### src/rtl/mem_arb_rsp_demux_if.sv
// Bundle for the arbiter read-return bus and the per-user response ports of mem_arb_rsp_demux.
// With MEM_ARB_RSP_CNT_EN defined, the bundle also carries the per-user pop counters (rsp_cnt).
interface mem_arb_rsp_demux_if #(
    parameter int AW = 16,
    parameter int DW = 16,
    parameter int N  = 2,
    parameter int D  = 4
);
    localparam int LW = $clog2(D) + 1;

    logic [N-1:0]          i_v;
    logic [AW-1:0]         i_a;
    logic [DW-1:0]         i_d;
    logic [N-1:0]          o_v;
    logic [N-1:0]          o_rdy;
    logic [N-1:0][AW-1:0]  o_a;
    logic [N-1:0][DW-1:0]  o_d;
    logic [N-1:0][LW-1:0]  lvl;
    logic [N-1:0]          ovf;
    logic [N-1:0]          ovf_clr;
`ifdef MEM_ARB_RSP_CNT_EN
    logic [N-1:0][31:0]    rsp_cnt;

    // The master side is the arbiter plus the users. The slave side is the demux.
    modport master (
        output i_v, i_a, i_d, o_rdy, ovf_clr,
        input  o_v, o_a, o_d, lvl, ovf, rsp_cnt
    );
    modport slave (
        input  i_v, i_a, i_d, o_rdy, ovf_clr,
        output o_v, o_a, o_d, lvl, ovf, rsp_cnt
    );
`else
    modport master (
        output i_v, i_a, i_d, o_rdy, ovf_clr,
        input  o_v, o_a, o_d, lvl, ovf
    );
    modport slave (
        input  i_v, i_a, i_d, o_rdy, ovf_clr,
        output o_v, o_a, o_d, lvl, ovf
    );
`endif
endinterface

### src/rtl/mem_arb_rsp_demux.sv
// Steers the arbiter's one-hot read returns into per-user show-ahead FIFOs, with sticky overflow flags.
// Optional MEM_ARB_RSP_CNT_EN adds per-user 32-bit pop counters on bus.rsp_cnt.
module mem_arb_rsp_demux #(
    parameter int AW = 16,
    parameter int DW = 16,
    parameter int N  = 2,
    parameter int D  = 4
) (
    input  logic                  clk,
    input  logic                  rst,
    mem_arb_rsp_demux_if.slave    bus
);
    localparam int PW = $clog2(D);
    localparam int EW = AW + DW;

    logic [N-1:0] push;
    logic [N-1:0] pop;
    logic [N-1:0] full;
    logic [N-1:0] empty;
    logic [N-1:0] drop;

    genvar gi;
    generate
        for (gi = 0; gi < N; gi++) begin : g_user
            logic [EW-1:0] mem [D];
            logic [PW:0]   wptr_reg;
            logic [PW:0]   rptr_reg;
            logic          ovf_reg;
            logic [EW-1:0] head;

            // The extra wrap bit tells full apart from empty when the index bits match.
            assign empty[gi] = (wptr_reg == rptr_reg);
            assign full[gi]  = ((wptr_reg ^ rptr_reg) == {1'b1, {PW{1'b0}}});
            assign pop[gi]   = !empty[gi] && bus.o_rdy[gi];
            assign push[gi]  = bus.i_v[gi] && (!full[gi] || pop[gi]);
            assign drop[gi]  = bus.i_v[gi] && full[gi] && !pop[gi];

            always_ff @(posedge clk) begin
                if (push[gi]) begin
                    mem[wptr_reg[PW-1:0]] <= {bus.i_a, bus.i_d};
                end
            end

            always_ff @(posedge clk) begin
                if (!rst) begin
                    wptr_reg <= '0;
                    rptr_reg <= '0;
                end else begin
                    if (push[gi]) begin
                        wptr_reg <= wptr_reg + (PW+1)'(1);
                    end
                    if (pop[gi]) begin
                        rptr_reg <= rptr_reg + (PW+1)'(1);
                    end
                end
            end

            // When drop and clear happen in the same cycle, the drop wins.
            always_ff @(posedge clk) begin
                if (!rst) begin
                    ovf_reg <= 1'b0;
                end else if (drop[gi]) begin
                    ovf_reg <= 1'b1;
                end else if (bus.ovf_clr[gi]) begin
                    ovf_reg <= 1'b0;
                end
            end

            // Show-ahead head. It is forced to zero while empty, so o_a/o_d read 0 after reset.
            assign head          = mem[rptr_reg[PW-1:0]];
            assign bus.o_v[gi]   = !empty[gi];
            assign bus.o_a[gi]   = empty[gi] ? '0 : head[EW-1:DW];
            assign bus.o_d[gi]   = empty[gi] ? '0 : head[DW-1:0];
            assign bus.lvl[gi]   = wptr_reg - rptr_reg;
            assign bus.ovf[gi]   = ovf_reg;

`ifdef MEM_ARB_RSP_CNT_EN
            logic [31:0] cnt_reg;

            always_ff @(posedge clk) begin
                if (!rst) begin
                    cnt_reg <= '0;
                end else if (pop[gi]) begin
                    cnt_reg <= cnt_reg + 32'd1;
                end
            end

            assign bus.rsp_cnt[gi] = cnt_reg;
`endif
        end
    endgenerate
endmodule

### src/flat_wrapper.sv
// flat-port wrapper written by rule: the top's interface ports become plain ports
module mem_arb_rsp_demux_flat 
#(
    parameter int AW = 16,
    parameter int DW = 16,
    parameter int N  = 2,
    parameter int D  = 4
)
  (clk, rst, bus_i_v, bus_i_a, bus_i_d, bus_o_rdy, bus_ovf_clr, bus_o_v, bus_o_a, bus_o_d, bus_lvl, bus_ovf);
  mem_arb_rsp_demux_if #(.AW(AW), .DW(DW), .N(N), .D(D)) bus_i ();
  input  logic clk;
  input  logic rst;
  input wire logic [$bits(bus_i.i_v)-1:0] bus_i_v;
  input wire logic [$bits(bus_i.i_a)-1:0] bus_i_a;
  input wire logic [$bits(bus_i.i_d)-1:0] bus_i_d;
  input wire logic [$bits(bus_i.o_rdy)-1:0] bus_o_rdy;
  input wire logic [$bits(bus_i.ovf_clr)-1:0] bus_ovf_clr;
  output wire logic [$bits(bus_i.o_v)-1:0] bus_o_v;
  output wire logic [$bits(bus_i.o_a)-1:0] bus_o_a;
  output wire logic [$bits(bus_i.o_d)-1:0] bus_o_d;
  output wire logic [$bits(bus_i.lvl)-1:0] bus_lvl;
  output wire logic [$bits(bus_i.ovf)-1:0] bus_ovf;
  assign bus_i.i_v = bus_i_v;
  assign bus_i.i_a = bus_i_a;
  assign bus_i.i_d = bus_i_d;
  assign bus_i.o_rdy = bus_o_rdy;
  assign bus_i.ovf_clr = bus_ovf_clr;
  assign bus_o_v = bus_i.o_v;
  assign bus_o_a = bus_i.o_a;
  assign bus_o_d = bus_i.o_d;
  assign bus_lvl = bus_i.lvl;
  assign bus_ovf = bus_i.ovf;
  mem_arb_rsp_demux #(.AW(AW), .DW(DW), .N(N), .D(D)) u_core (.clk(clk), .rst(rst), .bus(bus_i));
endmodule
### config.mk
export PLATFORM = sky130hd
export DESIGN_NAME = mem_arb_rsp_demux_flat
export DESIGN_NICKNAME = d
export VERILOG_FILES = /design/src/rtl/mem_arb_rsp_demux_if.sv /design/src/rtl/mem_arb_rsp_demux.sv /design/src/flat_wrapper.sv
export SDC_FILE = /design/constraint.sdc
export NUM_CORES = 1
export LEC_CHECK = 0
export BUFFER_PORTS_ARGS = -buffer_cell sky130_fd_sc_hd__buf_2
export CORE_UTILIZATION = 40
export CTS_BUF_LIST = sky130_fd_sc_hd__clkbuf_4 sky130_fd_sc_hd__clkbuf_8
export DETAILED_ROUTE_END_ITERATION = 6
export GPL_TIMING_DRIVEN = 0
export PLACE_DENSITY = 0.69
export SYNTH_ARGS = -nofsm -noshare
export SYNTH_HDL_FRONTEND = slang
export SYNTH_SLANG_ARGS = --single-unit
### constraint.sdc
create_clock -name clk -period 3.6 [get_ports clk]
set_input_delay 0.18 -clock clk [delete_from_list [all_inputs] [get_ports clk]]
set_output_delay 0.18 -clock clk [all_outputs]
set_load 0.03 [all_outputs]
==> flow_summary_export.csv, run 1 <==
group,metric,value,unit
cells_and_area,diodes,0,
logic_synthesis,yosys-top-cells-area,"edfxtp_1, mux4_2, nor2b_1, dfxtp_1, ha_1",
worst_hold_path,hold_path.class,"input port to register",
clocking,cts_buffer_depth,3,
global_routing,grt_max_degree,33,
global_routing,grt_pass1_wl,35300,µm
logic_synthesis,synth_top_area_cell,"edfxtp_1",
placement,portBuffers,113,
routing,highest_layer,"met4",
clocking,htreeDepth,2,
logic_synthesis,ys_warn_count,0,
clocking,cts_setup_buffers,0,
cells_and_area,drive_above_1_share,36.8,%
pwr,power_leakage,0.00466,µW
clocking,cts_resized,0,
logic_synthesis,synth.cell_area,10900,µm²
logic_synthesis,synth_top_cell_area_share,70.7,%
cells_and_area,finalNetCount,798,
sta,setup-tns-final,0,ns
worst_setup_path,end_kind,"register",
worst_setup_path,critPathLaunchType,"register",
logic_synthesis,ys_ff_latch,274,
status,status,"finished, final reports clean",
pwr,powerDensity,613,nW/µm²
worst_setup_path,rr_worst_depth,5,
clocking,path_clk_slew,0.06,ns
routing,ant_nets,0,
routing,drt_iter0_drc,392,
worst_setup_path,critical-path-max-stage-delay,0.89,ns
sta,worstMarginPinSlew,0.973,ns
worst_hold_path,hold_depth,4,
logic_synthesis,yosys-top-cells-count,"edfxtp_1, nor2b_1, mux4_2, inv_1, dfxtp_1",
routing,wl_per_cell,20.5,µm
worst_setup_path,cp.required,3.76,ns
sta,hold_viol_final,0,
logic_synthesis,synth.net_count,594,
worst_setup_path,path_class,"register to register",
logic_synthesis,yosysUniqueCellTypes,28,
routing,wl_met3,1460,µm
clocking,tritoncts,"built",
worst_setup_path,worst-path-buf-inv,1,
placement,dp_hpwl,14400,µm
floorplan,fp.coreArea,26800,µm²
sta,final_max_slew_viol_count,0,
routing,wirelength,22800,µm
routing,m1WireLength,9090,µm
worst_setup_path,crit_slowest_cell,"and2_2",
floorplan,dieArea,27900,µm²
pwr,ir_drop,0.323,mV
logic_synthesis,synthFlopType,"edfxtp_1",
worst_setup_path,path_max_fanout,32,
logic_synthesis,ys_async_sr_fraction,0,%
placement,place_congestion,0.755,
clocking,cts-root-buf,"clkbuf_8",
sta,clock_skew,0.0165,ns
cells_and_area,largest_reg_flops,256,
logic_synthesis,synth.avg_cell_area,20.2,µm²
logic_synthesis,synth_most_common_cell,"edfxtp_1",
sta,slew_headroom,35.2,%
global_routing,grt_usage,16.8,%
logic_synthesis,synth_edf_count,256,
cells_and_area,final_cells,1111,
placement,place_inst,999,
clocking,hold_buffers,38,
floorplan,row_count,60,
sta,max_freq,356,MHz
floorplan,die_x,167,µm
worst_setup_path,crit_arrival,2.97,ns
clocking,clk_latency,0.55,ns
worst_setup_path,cp_cell_sequence,"inv_1 > ha_1 > and3b_1 > a21oi_1 > and2_2",
clocking,numCtsBuffers,44,
global_routing,antenna_found_initial,0,
routing,wl_met2,11900,µm
global_routing,grt_pass1_vias,6234,
worst_setup_path,path_delay_family,"simple AND/OR/NAND/NOR gates",
worst_setup_path,cp_num_cells,5,
routing,first_pass_iters,5,
cells_and_area,syn_to_final_growth,21.8,%
floorplan,fp.dieH,167,µm
sta,period_share,78.1,%
clocking,clock_sinks,274,
sta,finalSetupViolations,0,
logic_synthesis,ys_seq_area_share,74.0,%
cells_and_area,utilization,49.4,%
routing,vias,5666,
floorplan,pin_count,114,
sta,rsz0062_at_grt,"false",
sta,period_minus_slack,2.81,ns
routing,routed_via_density,5.10,
flow_run,drv_cap,0,
floorplan,initial_core_util,40.6,%
logic_synthesis,synthCells,538,
global_routing,gr-total-overflow,0,
routing,drc,0,
cells in the final DEF (no fill, tap or decap), types with 14 or more instances in the layout:
master         instances
nor2b_1               66
clkbuf_8              49
dfxtp_1               18
mux4_2                64
edfxtp_1             256
ha_1                  14
inv_1                 22
dlygate4sd3_1         38
nand2_1               16
buf_2                123
report_power, final:
| group | internal (µW) | switching, µW |
|---|---|---|
| Combinational | 717 | 1210 |
| Sequential | 3650 | 47.7 |
| Clock | 1360 | 1140 |
cells by family after synthesis:
kind of cell,after synthesis,share of synthesized area [%]
buffers and inverters,48,2.55
adders and majority gates,16,1.98
xor gates and xnor gates,6,0.483
and+or+nand+nor,106,5.89
muxes,74,14.2
DFF,274,74.0
AOI/OAI and AO/OA,14,0.955
per-layer routing:
layer	global-route usage (%)	vias up
met2	29.1	206
li1	-	2530
met5	0	-
met3	3.87	33
met4	4.95	0
met1	21.0	2897
cell type report:
cell class	count	area [µm²]
Fill cell	2176	13600
Sequential cell	274	8050
Multi-Input combinational cell	216	2560
Timing Repair Buffer	158	1110
Clock buffer	61	764
Tap cell	341	427
Buffer	26	195
Inverter	22	82.6
Clock inverter	13	58.8
worst min-delay path: cells and delay by family:
kind | cells | cell delay [ns]
AND/OR/NAND/NOR | 2 | 0.21
buffers and inverters | 1 | 0.12
AO/OA/AOI/OAI | 1 | 0.05
path summary, 6_finish.rpt:
| check | end | slack, ns | start |
|---|---|---|---|
| worst max-delay path | u_core.g_user[0].mem[1][3] | 0.79 | u_core.g_user[0].wptr_reg[0] |
| worst min-delay path | u_core.g_user[0].wptr_reg[2] | 0.08 | rst |
| worst max register to register | u_core.g_user[0].mem[1][3] | 0.79 | u_core.g_user[0].wptr_reg[0] |
| worst min register to register | u_core.g_user[1].wptr_reg[0] | 0.51 | u_core.g_user[1].wptr_reg[0] |
per-stage QoR:
stage | hold slack [ns] | worst slack, ns | instance area, µm² | total power, µW
2_1_floorplan | 0.279 | 1.07 | 10900 | 5070
3_3_place_gp | 0.434 | 0.275 | 11900 | 5630
3_5_place_dp | 0.455 | 0.741 | 12000 | 5690
4_1_cts | 0.0000349 | 0.724 | 13200 | 8240
5_1_grt | 0.0640 | 0.591 | 13200 | 8470
6_report | 0.0804 | 0.788 | 13200 | 8120
No activity file was read; power rests on OpenSTA's default activity.
==> run 2: changes to the inputs <==
clock period = 2.7 ns   (was 3.6 ns; I/O delays follow)
==> flow_summary_export.csv, run 2 (synthesis gave the netlist of run 1 again) <==
group,metric,value,unit
clocking,cts-root-buf,"clkbuf_8",
floorplan,row_count,60,
routing,routed_via_density,5.07,
pwr,ir_drop,0.428,mV
worst_setup_path,worst-path-buf-inv,2,
worst_setup_path,cp.required,2.94,ns
clocking,clk_latency,0.55,ns
placement,dp_slack,-0.159,ns
worst_setup_path,critPathLaunchType,"register",
sta,max_freq,387,MHz
routing,wirelength,22800,µm
worst_hold_path,hold_path.class,"input port to register",
clocking,tritoncts,"built",
cells_and_area,finalNetCount,800,
sta,final_max_slew_viol_count,0,
floorplan,initial_core_util,40.6,%
clocking,cts_buffer_depth,3,
sta,hold_slack,0.404,ns
pwr,powerDensity,816,nW/µm²
worst_setup_path,path_delay_family,"simple AND/OR/NAND/NOR gates",
global_routing,gr-total-overflow,0,
global_routing,grt_pass1_vias,6245,
sta,rsz0062_at_grt,"true",
routing,vias,5648,
cells_and_area,layout_common_cells,"edfxtp_1, buf_2, mux4_2, nor2b_1, clkbuf_8",
floorplan,fp.coreArea,26800,µm²
floorplan,die_x,167,µm
worst_setup_path,path_max_fanout,18,
floorplan,pin_count,114,
pwr,finalPower,10900,µW
flow_run,drv_cap,0,
clocking,htreeDepth,2,
sta,hold_viol_final,0,
placement,dp_hpwl,14400,µm
worst_setup_path,end_kind,"register",
pwr,power_leakage,0.00468,µW
global_routing,antenna_found_initial,0,
cells_and_area,final_cells,1113,
cells_and_area,final_common_cell,"edfxtp_1",
worst_setup_path,cp_cell_sequence,"inv_1 > ha_1 > and3b_1 > a21oi_1 > and2_2 > buf_16",
clocking,path_clk_slew,0.06,ns
global_routing,grt_usage,16.8,%
routing,drt_iter0_drc,357,
worst_setup_path,crit_arrival,2.82,ns
global_routing,grt_pass1_wl,35300,µm
status,status,"finished, final reports clean",
cells_and_area,diodes,0,
worst_setup_path,critical-path-max-stage-delay,0.57,ns
cells_and_area,drive_above_1_share,37.4,%
sta,setup_slack,0.115,ns
placement,place_inst,999,
routing,first_pass_iters,5,
placement,place_congestion,0.755,
clocking,numCtsBuffers,44,
cells_and_area,largest_reg_flops,256,
worst_setup_path,crit_slowest_cell,"and2_2",
sta,period_share,95.8,%
routing,drc,0,
sta,clock_skew,0.0185,ns
routing,ant_nets,0,
routing,wl_per_cell,20.4,µm
global_routing,grt_max_degree,33,
sta,slew_headroom,62.8,%
worst_setup_path,path_class,"register to register",
cells_and_area,syn_to_final_growth,22.2,%
clocking,clock_sinks,274,
sta,worstMarginPinSlew,0.559,ns
floorplan,dieArea,27900,µm²
sta,period_minus_slack,2.59,ns
floorplan,fp.dieH,167,µm
clocking,cts_setup_buffers,0,
placement,portBuffers,113,
sta,finalSetupViolations,0,
==> run 2: cell types whose count changed in the layout (fill, tap and decap cells not counted), sizes merged <==
| cell | before | now |
|---|---|---|
| dlygate4sd3 | 38 | 40 |
| buf | 142 | 139 |
| clkbuf | 65 | 68 |
==> run 2: per-layer routing <==
metal  vias up  track usage, %  wire [µm]
met2       201            29.2      11800
met5         -               0          0
li1       2531               -          -
met4         0            4.95        401
met3        41            3.87       1400
met1      2875            21.0       9120
==> run 2: timing repair <==
item,4_1_cts,5_1_grt
cloned,0,0
hold endpoints to repair,262,0
resized for setup,1,11
setup endpoints to repair,32,88
hold buffers,40,0
==> run 2: layout make-up <==
cell class	count	area (µm²)
clock inverter	13	58.8
buffer	26	195
clock buffer	61	764
sequential	274	8050
fill	2175	13500
inverter	22	82.6
timing repair buffer	160	1140
tap	341	427
multi-input combinational	216	2580
==> run 2: metrics by stage <==
step	util (%)	TNS, ns	instance area (µm²)
2_1_floorplan	-	0	10900
3_3_place_gp	44.3	-141.71	11900
3_5_place_dp	44.9	-5.01	12000
4_1_cts	49.5	0	13300
5_1_grt	49.6	-3.92	13300
6_report	49.6	0	13300
==> run 2: worst register-to-register path: cells and delay by family, from the launching register on <==
| kind | cells | cell delay [ns] |
|---|---|---|
| AND/OR/NAND/NOR | 2 | 0.80 |
| AO/OA/AOI/OAI | 1 | 0.41 |
| flip-flops | 1 | 0.38 |
| adder cells (fa/ha/maj) | 1 | 0.33 |
| buffers and inverters | 2 | 0.37 |
==> run 2: power breakdown <==
| group | leakage [µW] | total, µW | internal, µW | switching [µW] |
|---|---|---|---|---|
| clock network | 0.000432 | 3340 | 1820 | 1520 |
| logic | 0.00175 | 2590 | 972 | 1620 |
| registers | 0.00250 | 4930 | 4860 | 63.5 |
| total | 0.00468 | 10900 | 7650 | 3200 |
==> run 2: path summary, 6_finish.rpt <==
check                               startpoint                            to  slack [ns]  cells past startpoint
hold reg to reg   u_core.g_user[1].wptr_reg[0]  u_core.g_user[1].wptr_reg[0]        0.51                      2
setup reg to reg  u_core.g_user[1].wptr_reg[0]   u_core.g_user[1].mem[1][28]        0.11                      6
setup / recovery  u_core.g_user[1].wptr_reg[0]   u_core.g_user[1].mem[1][28]        0.11                      6
hold / removal                     bus_i_a[12]   u_core.g_user[0].mem[1][28]        0.40                      2
